$ cat src/rtl/cmd_pkg.sv
// Shared types and widths for the command entry controller.
package cmd_pkg;

  localparam int ADDR_W = 5;
  localparam int CMD_W  = 7;
  localparam int WORD_W = 12;

  // Entry sequence: edit address, edit command, offer word downstream.
  typedef enum logic [1:0] {
    ADDR = 2'd0,
    CMD  = 2'd1,
    SEND = 2'd2
  } entry_state_t;

endpackage

$ cat src/rtl/button_debounce.sv
// Push-button conditioner: 2-FF synchronizer, stability counter, and a
// single-cycle pulse on each accepted 0->1 transition of the stable level.
module button_debounce #(
  parameter int DEBOUNCE_CYCLES = 16
) (
  input  logic clk,
  input  logic rst_n,
  input  logic btn,
  output logic pulse
);

  localparam int CNT_W = (DEBOUNCE_CYCLES > 2) ? $clog2(DEBOUNCE_CYCLES) : 1;
  localparam logic [CNT_W-1:0] CNT_LAST = CNT_W'(DEBOUNCE_CYCLES - 1);

  logic             sync_1;
  logic             sync_2;
  logic             stable;
  logic [CNT_W-1:0] cnt;
  logic             accept;

  // The new level is accepted on its DEBOUNCE_CYCLES-th consecutive sample.
  assign accept = (sync_2 != stable) && (cnt == CNT_LAST);

  // Two-stage synchronizer for the raw asynchronous button.
  always_ff @(posedge clk or negedge rst_n) begin
    if (!rst_n) begin
      sync_1 <= 1'b0;
      sync_2 <= 1'b0;
    end else begin
      sync_1 <= btn;
      sync_2 <= sync_1;
    end
  end

  // Stability counter: any sample matching the stable level restarts it.
  always_ff @(posedge clk or negedge rst_n) begin
    if (!rst_n) begin
      stable <= 1'b0;
      cnt    <= '0;
    end else if (sync_2 == stable) begin
      cnt <= '0;
    end else if (accept) begin
      stable <= sync_2;
      cnt    <= '0;
    end else begin
      cnt <= cnt + 1'b1;
    end
  end

  // One pulse per accepted press; a held button never re-triggers.
  always_ff @(posedge clk or negedge rst_n) begin
    if (!rst_n) pulse <= 1'b0;
    else        pulse <= accept && sync_2;
  end

endmodule

$ cat src/rtl/command_entry_ctrl.sv
// Operator entry of a {address, command} word from slide switches and two
// buttons, with a valid/ready hand-off to the command processor.
// Optional build macro: CMD_ENTRY_BLINK_EN blinks the field being edited.
//
// Handshake: cmd_valid is high exactly in SEND; a transfer happens on a
// clock edge where cmd_valid && cmd_ready. While cmd_valid is high cmd_buf
// is frozen and cmd_valid only drops after a transfer (or on reset).
module command_entry_ctrl
  import cmd_pkg::*;
#(
  parameter int DEBOUNCE_CYCLES = 16,
  parameter int BLINK_CYCLES    = 12500000
) (
  input  logic              clk,
  input  logic              rst_n,
  input  logic [CMD_W-1:0]  sw,
  input  logic              btn_ok,
  input  logic              btn_back,
  output logic [WORD_W-1:0] cmd_buf,
  output logic [3:0]        blank,
  output logic              cmd_valid,
  input  logic              cmd_ready,
  output logic              editing_addr,
  output logic [7:0]        cmd_count
);

  entry_state_t      state;
  entry_state_t      state_nxt;
  logic [CMD_W-1:0]  sw_s1;
  logic [CMD_W-1:0]  sw_s2;
  logic [ADDR_W-1:0] addr_lat;
  logic [CMD_W-1:0]  cmd_lat;
  logic              ok_pulse;
  logic              back_pulse;
  logic              xfer;

  assign xfer = (state == SEND) && cmd_ready;

  button_debounce #(.DEBOUNCE_CYCLES(DEBOUNCE_CYCLES)) u_ok (
    .clk   (clk),
    .rst_n (rst_n),
    .btn   (btn_ok),
    .pulse (ok_pulse)
  );

  button_debounce #(.DEBOUNCE_CYCLES(DEBOUNCE_CYCLES)) u_back (
    .clk   (clk),
    .rst_n (rst_n),
    .btn   (btn_back),
    .pulse (back_pulse)
  );

  // Two-stage synchronizer for the slide switches.
  always_ff @(posedge clk or negedge rst_n) begin
    if (!rst_n) begin
      sw_s1 <= '0;
      sw_s2 <= '0;
    end else begin
      sw_s1 <= sw;
      sw_s2 <= sw_s1;
    end
  end

  // FSM state register.
  always_ff @(posedge clk or negedge rst_n) begin
    if (!rst_n) state <= ADDR;
    else        state <= state_nxt;
  end

  // Next-state logic; ok takes priority over back when both pulse together.
  always_comb begin
    state_nxt = state;
    case (state)
      ADDR: if (ok_pulse) state_nxt = CMD;
      CMD: begin
        if (ok_pulse)        state_nxt = SEND;
        else if (back_pulse) state_nxt = ADDR;
      end
      SEND: if (xfer) state_nxt = ADDR;
      default: state_nxt = ADDR;
    endcase
  end

  // Field latches, display word register and transfer counter.
  always_ff @(posedge clk or negedge rst_n) begin
    if (!rst_n) begin
      addr_lat  <= '0;
      cmd_lat   <= '0;
      cmd_buf   <= '0;
      cmd_count <= '0;
    end else begin
      case (state)
        ADDR: begin
          cmd_buf <= {sw_s2[ADDR_W-1:0], cmd_lat};
          if (ok_pulse) addr_lat <= sw_s2[ADDR_W-1:0];
        end
        CMD: begin
          cmd_buf <= {addr_lat, sw_s2};
          if (ok_pulse) cmd_lat <= sw_s2;
        end
        SEND: begin
          cmd_buf <= {addr_lat, cmd_lat};
          if (xfer) cmd_count <= cmd_count + 8'd1;
        end
        default: cmd_buf <= {addr_lat, cmd_lat};
      endcase
    end
  end

`ifdef CMD_ENTRY_BLINK_EN
  localparam int BLINK_W = (BLINK_CYCLES > 1) ? $clog2(BLINK_CYCLES) : 1;
  localparam logic [BLINK_W-1:0] BLINK_LAST = BLINK_W'(BLINK_CYCLES - 1);

  logic [BLINK_W-1:0] blink_cnt;
  logic               phase;

  // Blink timer; restarts on every state change so the new field shows at once.
  always_ff @(posedge clk or negedge rst_n) begin
    if (!rst_n) begin
      blink_cnt <= '0;
      phase     <= 1'b0;
    end else if (state_nxt != state) begin
      blink_cnt <= '0;
      phase     <= 1'b0;
    end else if (blink_cnt == BLINK_LAST) begin
      blink_cnt <= '0;
      phase     <= ~phase;
    end else begin
      blink_cnt <= blink_cnt + 1'b1;
    end
  end
`else
  logic unused_blink;
  assign unused_blink = (BLINK_CYCLES > 0);
`endif

  // Outputs decoded from the current state.
  always_comb begin
    cmd_valid    = (state == SEND);
    editing_addr = (state == ADDR);
    blank        = 4'b0000;
`ifdef CMD_ENTRY_BLINK_EN
    case (state)
      ADDR:    blank = {2'b00, phase, phase};
      CMD:     blank = {phase, phase, 2'b00};
      default: blank = 4'b0000;
    endcase
`endif
  end

endmodule

$ cat config.mk
export PLATFORM = sky130hd
export DESIGN_NAME = command_entry_ctrl
export DESIGN_NICKNAME = d
export VERILOG_FILES = /design/src/rtl/cmd_pkg.sv /design/src/rtl/button_debounce.sv /design/src/rtl/command_entry_ctrl.sv
export SDC_FILE = /design/constraint.sdc
export NUM_CORES = 1
export LEC_CHECK = 0
export BUFFER_PORTS_ARGS = -buffer_cell sky130_fd_sc_hd__clkbuf_2
export CAP_MARGIN = 20
export CORE_AREA = 8 8 61 89
export CTS_BUF_LIST = sky130_fd_sc_hd__clkbuf_2
export DETAILED_ROUTE_END_ITERATION = 7
export DIE_AREA = 0 0 69 97
export MAX_ROUTING_LAYER = met4
export PLACE_DENSITY = 0.81
export SYNTH_ARGS = -nofsm -noshare
export SYNTH_HDL_FRONTEND = slang
export SYNTH_HIERARCHICAL = 1
export SYNTH_SLANG_ARGS = --single-unit
$ cat constraint.sdc
create_clock -name clk -period 3.3 [get_ports clk]
set_clock_uncertainty 0.1 [all_clocks]
set_input_delay 0 -clock clk [delete_from_list [all_inputs] [get_ports clk]]
set_output_delay 0 -clock clk [all_outputs]
set_load 0.005 [all_outputs]
Word level (Yosys, flattened, before mapping) --
Cells that the tools add are included.
Storage, ports and cells: flip-flop bits (word level) 64, output and inout bits 26, input bits 12, logic and storage cells 55
Cells by class: $add $sub $neg 3, equal/unequal tests 11, mux-type cells 10, bitwise logic cells 2, reductions and logical operators 12
Operators by type and width (count):
- $pmux W12 S2 | 1
- $mux W4 | 4
- $reduce_and A2 Y1 | 5
- $add A4 B1 Y4 const B | 2
- $add A8 B1 Y8 const B | 1
- $eq A4 B4 Y1 const B | 2
- $mux W2 | 4
- $pmux W2 S3 | 1
- $logic_and A1 B1 Y1 | 5
- $ne A2 B1 Y1 const B | 2
- $ne A3 B1 Y1 const B | 1
- $reduce_and A3 Y1 | 1
- $eq A1 B1 Y1 | 2
- $eq A2 B1 Y1 const B | 1
- $eq A2 B2 Y1 const B | 1
- $logic_not A2 Y1 | 1
- $ne A1 B1 Y1 | 2
- $not A1 Y1 | 2

Longest topological paths before layout --
Gate-level depths: netlist (run 1).
depth in word-level cells 4, depth in mapped cells 5, depth with buffers taken out 4

Modules after synthesis --
The synthesis (run 1) kept the hierarchy.
Modules (own cells, without submodules):
- command_entry_ctrl | area each 1778.0 µm², cells each 111, times used 1
- button_debounce (u_back) | area each 312.8 µm², cells each 22, times used 1
- button_debounce (u_ok) | area each 302.8 µm², cells each 20, times used 1

Least setup slack after synthesis (run 1) --
No wires, ideal clock.
path kind reg2reg, start point reg state[0], end point reg addr_lat[0], arrival 1228 ps, cell stages (with the launch flop) 6, path slack 1847 ps, required time 3075 ps, path buffers 2, period minus slack after synthesis 1453 ps, setup time 125 ps, cells stage by stage dfrtp_1 > clkbuf_2 > nor2_4 > and2_4 > buf_6 > mux2_4
Between the ends: cells in the longest elaborated chain, start to end 2
Ends and longest elaborated chain:
- from (decl) | RTL line command_entry_ctrl.sv:27 | entry_state_t state;
- from (signal assigned) | RTL line command_entry_ctrl.sv:67 | else state <= state_nxt;
- $logic_not A2 Y1
- named net editing_addr | RTL line command_entry_ctrl.sv:23 | output logic editing_addr,
- $reduce_and A2 Y1 (no source line)
- to (signal assigned) | RTL line command_entry_ctrl.sv:95 | if (ok_pulse) addr_lat <= sw_s2[ADDR_W-1:0];
- to (decl) | RTL line command_entry_ctrl.sv:31 | logic [ADDR_W-1:0] addr_lat;
The timed path passes the listed nets, and every way through them passes these cells. A chain may end at the register's enable or synchronous reset.

Worst setup path after layout (run 1) --
start point reg state[1], end point out cmd_valid
Between the ends: cells in the longest elaborated chain, start to end 1
Ends and longest elaborated chain:
- $eq A2 B2 Y1 | RTL line command_entry_ctrl.sv:139 | cmd_valid = (state == SEND);
- to (decl) | RTL line command_entry_ctrl.sv:21 | output logic cmd_valid,
Every way passes these cells.

==> results of run 1 <==
## per-stage QoR
step           setup WS (ns)  area [sq um]  util [%]  hold WS [ns]
2_1_floorplan           1.85          2400         -        -0.396
3_3_place_gp            1.89          2590      62.6       0.00807
6_report                1.75          2780      67.3        0.0773
3_5_place_dp            1.84          2590      62.6       0.00967
5_1_grt                 1.61          2780      67.3        0.0377
4_1_cts                 1.71          2780      67.3        0.0355
## power by group
part / internal, mW / switching (mW)
sequential: 0.809 / 0.0198
combinational: 0.0347 / 0.0349
clock: 0.104 / 0.252
total: 0.948 / 0.306
## final timing paths
path	start	endpoint	slack [ns]
max in group asynchronous	rst_n	cmd_buf[10]	2.06
setup reg to reg	state[1]	addr_lat[1]	1.80
hold / removal	rst_n	state[1]	0.08
setup / recovery	state[1]	cmd_valid	1.75
min in group clk	sw[3]	sw_s1[3]	0.09
hold reg to reg	u_ok/sync_1	u_ok/sync_2	0.26
## worst max-delay path, cell delays in order, from the launching register on
cell,delay (ns)
dfrtp_1,0.52
or2b_1,0.28
inv_1,0.08
clkbuf_2,0.11
## logic make-up (layout without fill, tap and decap cells)
| kind of cell | after synthesis | after routing | share of synthesized area (%) |
|---|---|---|---|
| DFF | 64 | 64 | 66.9 |
| and+or+nand+nor | 30 | 30 | 8.89 |
| muxes | 28 | 28 | 14.2 |
| xor gates and xnor gates | 11 | 11 | 4.02 |
| buffers and inverters | 9 | 64 | 2.46 |
| AOI/OAI and AO/OA | 7 | 7 | 1.78 |
| adders and majority gates | 3 | 3 | 1.57 |
| other | 1 | 4 | 0.157 |
## flip-flops by register name, summed over array words and instances, names as in the netlist, 4 cells and up
register,cells
sw_s1,7
cmd_buf,12
cmd_count,8
addr_lat,5
u_ok/cnt,4
u_back/cnt,4
sw_s2,7
cmd_lat,7
## cells in the mapped netlist (all sizes together), types with 3 or more instances
library cell  number
dfrtp             64
mux2              27
nor2               7
buf                6
xnor2              6
nand3              5
xor2               5
nor3b              4
ha                 3
nand2              3
## final cells by class
cell class	instances	area (sq um)	share of cell area (%)
clock buffers	12	60.1	2.16
clock inverters	4	21.3	0.764
inverters	2	7.51	0.270
multi-input cells	83	744	26.8
flip-flops and latches	64	1600	57.6
well taps	46	57.6	2.07
repair buffers	46	290	10.4
## layer usage
layer  GRT usage, %  vias to the layer above
met5              -                        -
met4           8.56                        0
met3           3.68                        4
met2           21.9                       27
met1           13.8                      668
li1               -                      619
## repair_timing
action | CTS | global route
hold endpoints to repair | 54 | 0
hold buffers | 11 | 0
buffers inserted | 0 | 0
==> key figures, run 1 <==
Detailed routing
  – Wire length on met2: roughly 2200 um
  – Wirelength per Cell: roughly 16 um
  – Met3 Routed Length: between 150 and 200 um
  – Antenna viol nets, final: 0
  – Drc violations: 0
  – First-pass DRT Iterations: 4
  – Drt initial violations: 61
  – Vias per cell: around 5
  – DR top layer: met4
  – Met1 Wirelength: 1610 um
  – Via Count: between 1,000 and 1,500
  – WL final: about 4100 um

Place
  – Dpl cells: 230
  – DP HPWL: 2980 um
  – Number of port buffers: 33
  – RD Place Congestion: roughly 0.74

Clocking
  – Num CTS Buffers: 9
  – Worst-skew pair later-pin latency: 0.44 ns
  – Post_cts resized: 0
  – Num Clock Sinks: 64
  – Clock transition at the registers of the reported paths: between 0.15 and 0.2 ns
  – Clk root buf: clkbuf_2
  – H-Tree Depth: 3
  – Clock Path Buffers: 2
  – CTS tree: built

Worst setup path
  – Worst Path Required: 3.20 ns
  – Crit end category: output pin
  – Setup crit start kind: flop
  – Worst path arrival time: approximately 1.5 ns
  – R2R depth: 3
  – Crit path kind: flop to output pin
  – Crit Path Max Fanout: 6

Timing
  – Pins Over Slew Limit: 0
  – Fin crit share: between 40% and 50%
  – Final setup vio count: 0
  – Setup TNS: 0 ns
  – Highest clock rate: roughly 650 MHz
  – Fin. Hold Viols: 0
  – Post-layout min period: approximately 1.5 ns
  – Worst slew margin: 42.8%
  – RSZ-0062 raised after global routing: false
  – Worst slew pin tran: 0.859 ns

Global route
  – GR Overflow Total: 0
  – First-pass GRT wire length: roughly 7000 um
  – Maximum number of pins on one net before global-route repair: 38
  – Initial antenna violation count: 0
  – Vias in the first global route: between 1,000 and 1,500
  – GRT Total Usage: 13.4%

Power
  – Power density over the cells: between 400 and 500 mW/mm^2
  – Final total power: roughly 1.3 mW
  – Worst vdd ir: roughly 350 uV
  – Leak: 1.44 nW

Floorplan
  – Die Area: 0.00669 sq mm
  – Initial Util: between 50% and 60%
  – Core ar.: roughly 0.0041 sq mm
  – Die H: just under 100 um
  – Standard-cell rows: 29
  – I/O pin cnt: 38
  – Die W: 69 um

Finish
  – Finished Layout Cells: ~260
  – Nets: 221
  – Most frequent cells in the layout: dfrtp_1 (64), clkbuf_2 (45), mux2_2 (20)
  – Fill cells: ~320
  – Area Overhead vs Synth: 16.3%
  – Most common cell after layout, fill and taps aside: dfrtp_1
  – Inserted Diodes: 0
  – Fraction of layout cells with a size suffix above 1: approximately two fifths

Synthesis
  – Main flop type after synthesis: dfrtp_1
  – Mapped Area: 0.00239 sq mm
  – Unique cell type count in the Yosys netlist: 34
  – Ys Warns: 6
  – Sequential area share after synthesis: around 67%
  – Post-synth top area cell: dfrtp_1
  – EDFF count, synth: 0
  – Avg Cell Area, Syn: 15.6 sq um
  – #FFs+latches synth: 64
  – Gate Count Post-Synth: roughly 150
  – Synth area leaders: dfrtp_1 (67%), mux2_2 (9.4%), mux2_4 (4.4%)
  – Top cell type's share of synthesized area: about two thirds
  – Fraction of registers with async set/reset: 100%

Hold path
  – Tightest Hold Check Type: input pin to async pin

Job
  – Max Cap Viol: 0

Status
  – Status: finished clean
Power figures use the tool's default switching activity.
==> inputs of run 2 (changes only) <==
ABC_AREA = 1   (was unset)
CORE_AREA = 8 8 62 90   (was 8 8 61 89)
DIE_AREA = 0 0 70 98   (was 0 0 69 97)
PLACE_DENSITY = 0.79   (was 0.81)
clock period = 1.5 ns   (was 3.3 ns; I/O delays follow)
==> key figures, run 2 <==
Status
  – Status: finished clean

Worst setup path
  – CP cell instances: nor2_1 -> buf_4 -> clkbuf_2
  – Worst path arrival time: 1.33 ns
  – Critical path's top delay family: flip-flops
  – Crit path kind: flop to output pin
  – Crit end category: output pin
  – Setup slack, reg-to-reg: 0.12 ns
  – CP max-delay cell: dfrtp_1
  – Crit Path Max Fanout: 4
  – Max incr delay on CP: approximately 0.46 ns
  – Setup crit start kind: flop
  – Worst Path Required: around 1.4 ns
  – Crit path buffers/inverters: 2

Global route
  – Initial antenna violation count: 0
  – GR Overflow Total: 0
  – First-pass GRT wire length: 7360 um
  – Vias in the first global route: ~1,700
  – GRT Total Usage: 13.8%
  – Maximum number of pins on one net before global-route repair: 47

Floorplan
  – Die Area: just under 0.007 sq mm
  – Die H: between 90 and 100 um
  – Die W: approximately 70 um
  – Core ar.: roughly 0.0044 sq mm
  – Initial Util: 54.5%
  – I/O pin cnt: 38
  – Standard-cell rows: 30

Finish
  – Inserted Diodes: 0
  – Area Overhead vs Synth: 19.3%
  – Most common cell after layout, fill and taps aside: dfrtp_1
  – Nets: between 200 and 300
  – Fraction of layout cells with a size suffix above 1: approximately 22%
  – Final Util: 65.0%
  – Most flop-heavy register: cmd_buf
  – Most frequent cells in the layout: dfrtp_1 (64), nand2_1 (47), clkbuf_2 (43)
  – Max reg flops: 12
  – Finished Layout Cells: 333
  – Biggest registers after layout: cmd_buf: 12 flops, cmd_count: 8 flops

Detailed routing
  – Vias per cell: 4.86
  – Drt initial violations: 76
  – Drc violations: 0
  – Wirelength per Cell: roughly 12 um
  – WL final: around 4000 um
  – First-pass DRT Iterations: 6
  – Antenna viol nets, final: 0
  – Via Count: between 1,500 and 2,000

Place
  – DP HPWL: 2900 um
  – Dpl cells: 301
  – Number of port buffers: 33
  – RD Place Congestion: roughly 0.74

Synthesis
  – Gate Count Post-Synth: roughly 220
  – Post-synth top area cell: dfrtp_1
  – Commonest cells post-synth: dfrtp_1 (64), nand2_1 (47), inv_1 (25), o21ai_0 (21), nor2_1 (17)
  – Sequential area share after synthesis: 67.5%
  – Ys Warns: 6
  – Unique cell type count in the Yosys netlist: 21
  – Synth area leaders: dfrtp_1 (68%), nand2_1 (7.4%), o21ai_0 (4.4%)
  – EDFF count, synth: 0
  – Mapped Area: about 0.0024 sq mm
  – Main flop type after synthesis: dfrtp_1
  – #FFs+latches synth: 64
  – Avg Cell Area, Syn: about 11 sq um
  – Count leader, synth: dfrtp_1
  – Fraction of registers with async set/reset: 100%
  – Top cell type's share of synthesized area: roughly two thirds

Clocking
  – Clk root buf: clkbuf_2
  – H-Tree Depth: 3
  – Worst-skew pair later-pin latency: roughly 0.47 ns
  – CTS tree: built
  – Clock transition at the registers of the reported paths: around 0.17 ns
  – Clock Path Buffers: 2
  – Num Clock Sinks: 64
  – Num CTS Buffers: 9

Timing
  – RSZ-0062 raised after global routing: true
  – Fin. Hold Viols: 0
  – Final setup vio count: 0
  – Hold slack: 0.0851 ns
  – Highest clock rate: approximately 700 MHz
  – Fin crit share: 95.1%
  – Worst slew pin tran: 0.780 ns
  – Setup TNS: 0 ns
  – Pins Over Slew Limit: 0
  – Worst slew margin: between 40 and 50%
  – Post-layout min period: approximately 1.4 ns

Power
  – Worst vdd ir: ~740 uV
  – Leak: around 1.5 nW
  – Power density over the cells: 962 mW/mm^2
  – Final total power: 2.72 mW

Hold path
  – Tightest Hold Check Type: input pin to flop

Job
  – Max Cap Viol: 0
run 2: changes by cell type after synthesis, sizes merged, moves of 3 or more:
cell | previous run | this run
nand3 | 5 | 14
o21ai | 2 | 21
inv | 2 | 27
mux2 | 27 | 0
nand2 | 3 | 49
nor3b | 4 | 0
a21oi | 2 | 5
xor2 | 5 | 2
xnor2 | 6 | 2
nor2 | 7 | 20
run 2: area by class of cell:
cell class                 count  area (sq um)
sequential                    64          1600
fill                         339          1530
multi-input combinational    127           644
timing repair buffer          51           345
inverter                      27           101
tap                           48          60.1
clock buffer                  10          50.0
clock inverter                 6          26.3
run 2: final timing paths:
| check | from | endpoint | cells after the start |
|---|---|---|---|
| min | sw[1] | sw_s1[1] | 2 |
| max reg2reg | state[0] | cmd_count[7] | 7 |
| min in group asynchronous | rst_n | cmd_lat[5] | 4 |
| max in group asynchronous | rst_n | cmd_buf[10] | 3 |
| max | state[0] | editing_addr | 3 |
| min reg2reg | sw_s1[5] | sw_s2[5] | 0 |
run 2: what timing repair did:
item / 4_1_cts / 5_1_grt
gates resized for setup: 0 / 4
setup endpoints to repair: 1 / 7
endpoints found under the hold margin: 82 / 0
hold buffers: 13 / 0
buffers inserted: 3 / 0
run 2: cell families after synthesis:
kind of cell / synth area share [%]
AO/OA/AOI/OAI: 6.12
buffers and inverters: 6.39
adder cells (fa/ha/maj): 1.58
other: 0.158
XOR/XNOR: 1.48
AND/OR/NAND/NOR: 16.7
flip-flops: 67.5
run 2: where the power goes:
group	internal (mW)	switching [mW]
registers	1.78	0.0348
logic	0.0727	0.0888
clock network	0.198	0.549
run 2: metal layers:
layer	vias to the layer above	part of all wire [%]	track usage [%]
met5	-	0	-
met4	0	1.6	7.92
met3	5	6.0	5.58
met2	38	52	22.4
met1	769	40	13.5
li1	806	-	-
run 2: metrics by stage:
step           setup WS [ns]  instance area (sq um)
6_report              0.0731                   2830
2_1_floorplan          0.288                   2380
5_1_grt              -0.0124                   2830
4_1_cts               0.0308                   2810
3_3_place_gp           0.237                   2580
3_5_place_dp           0.158                   2580
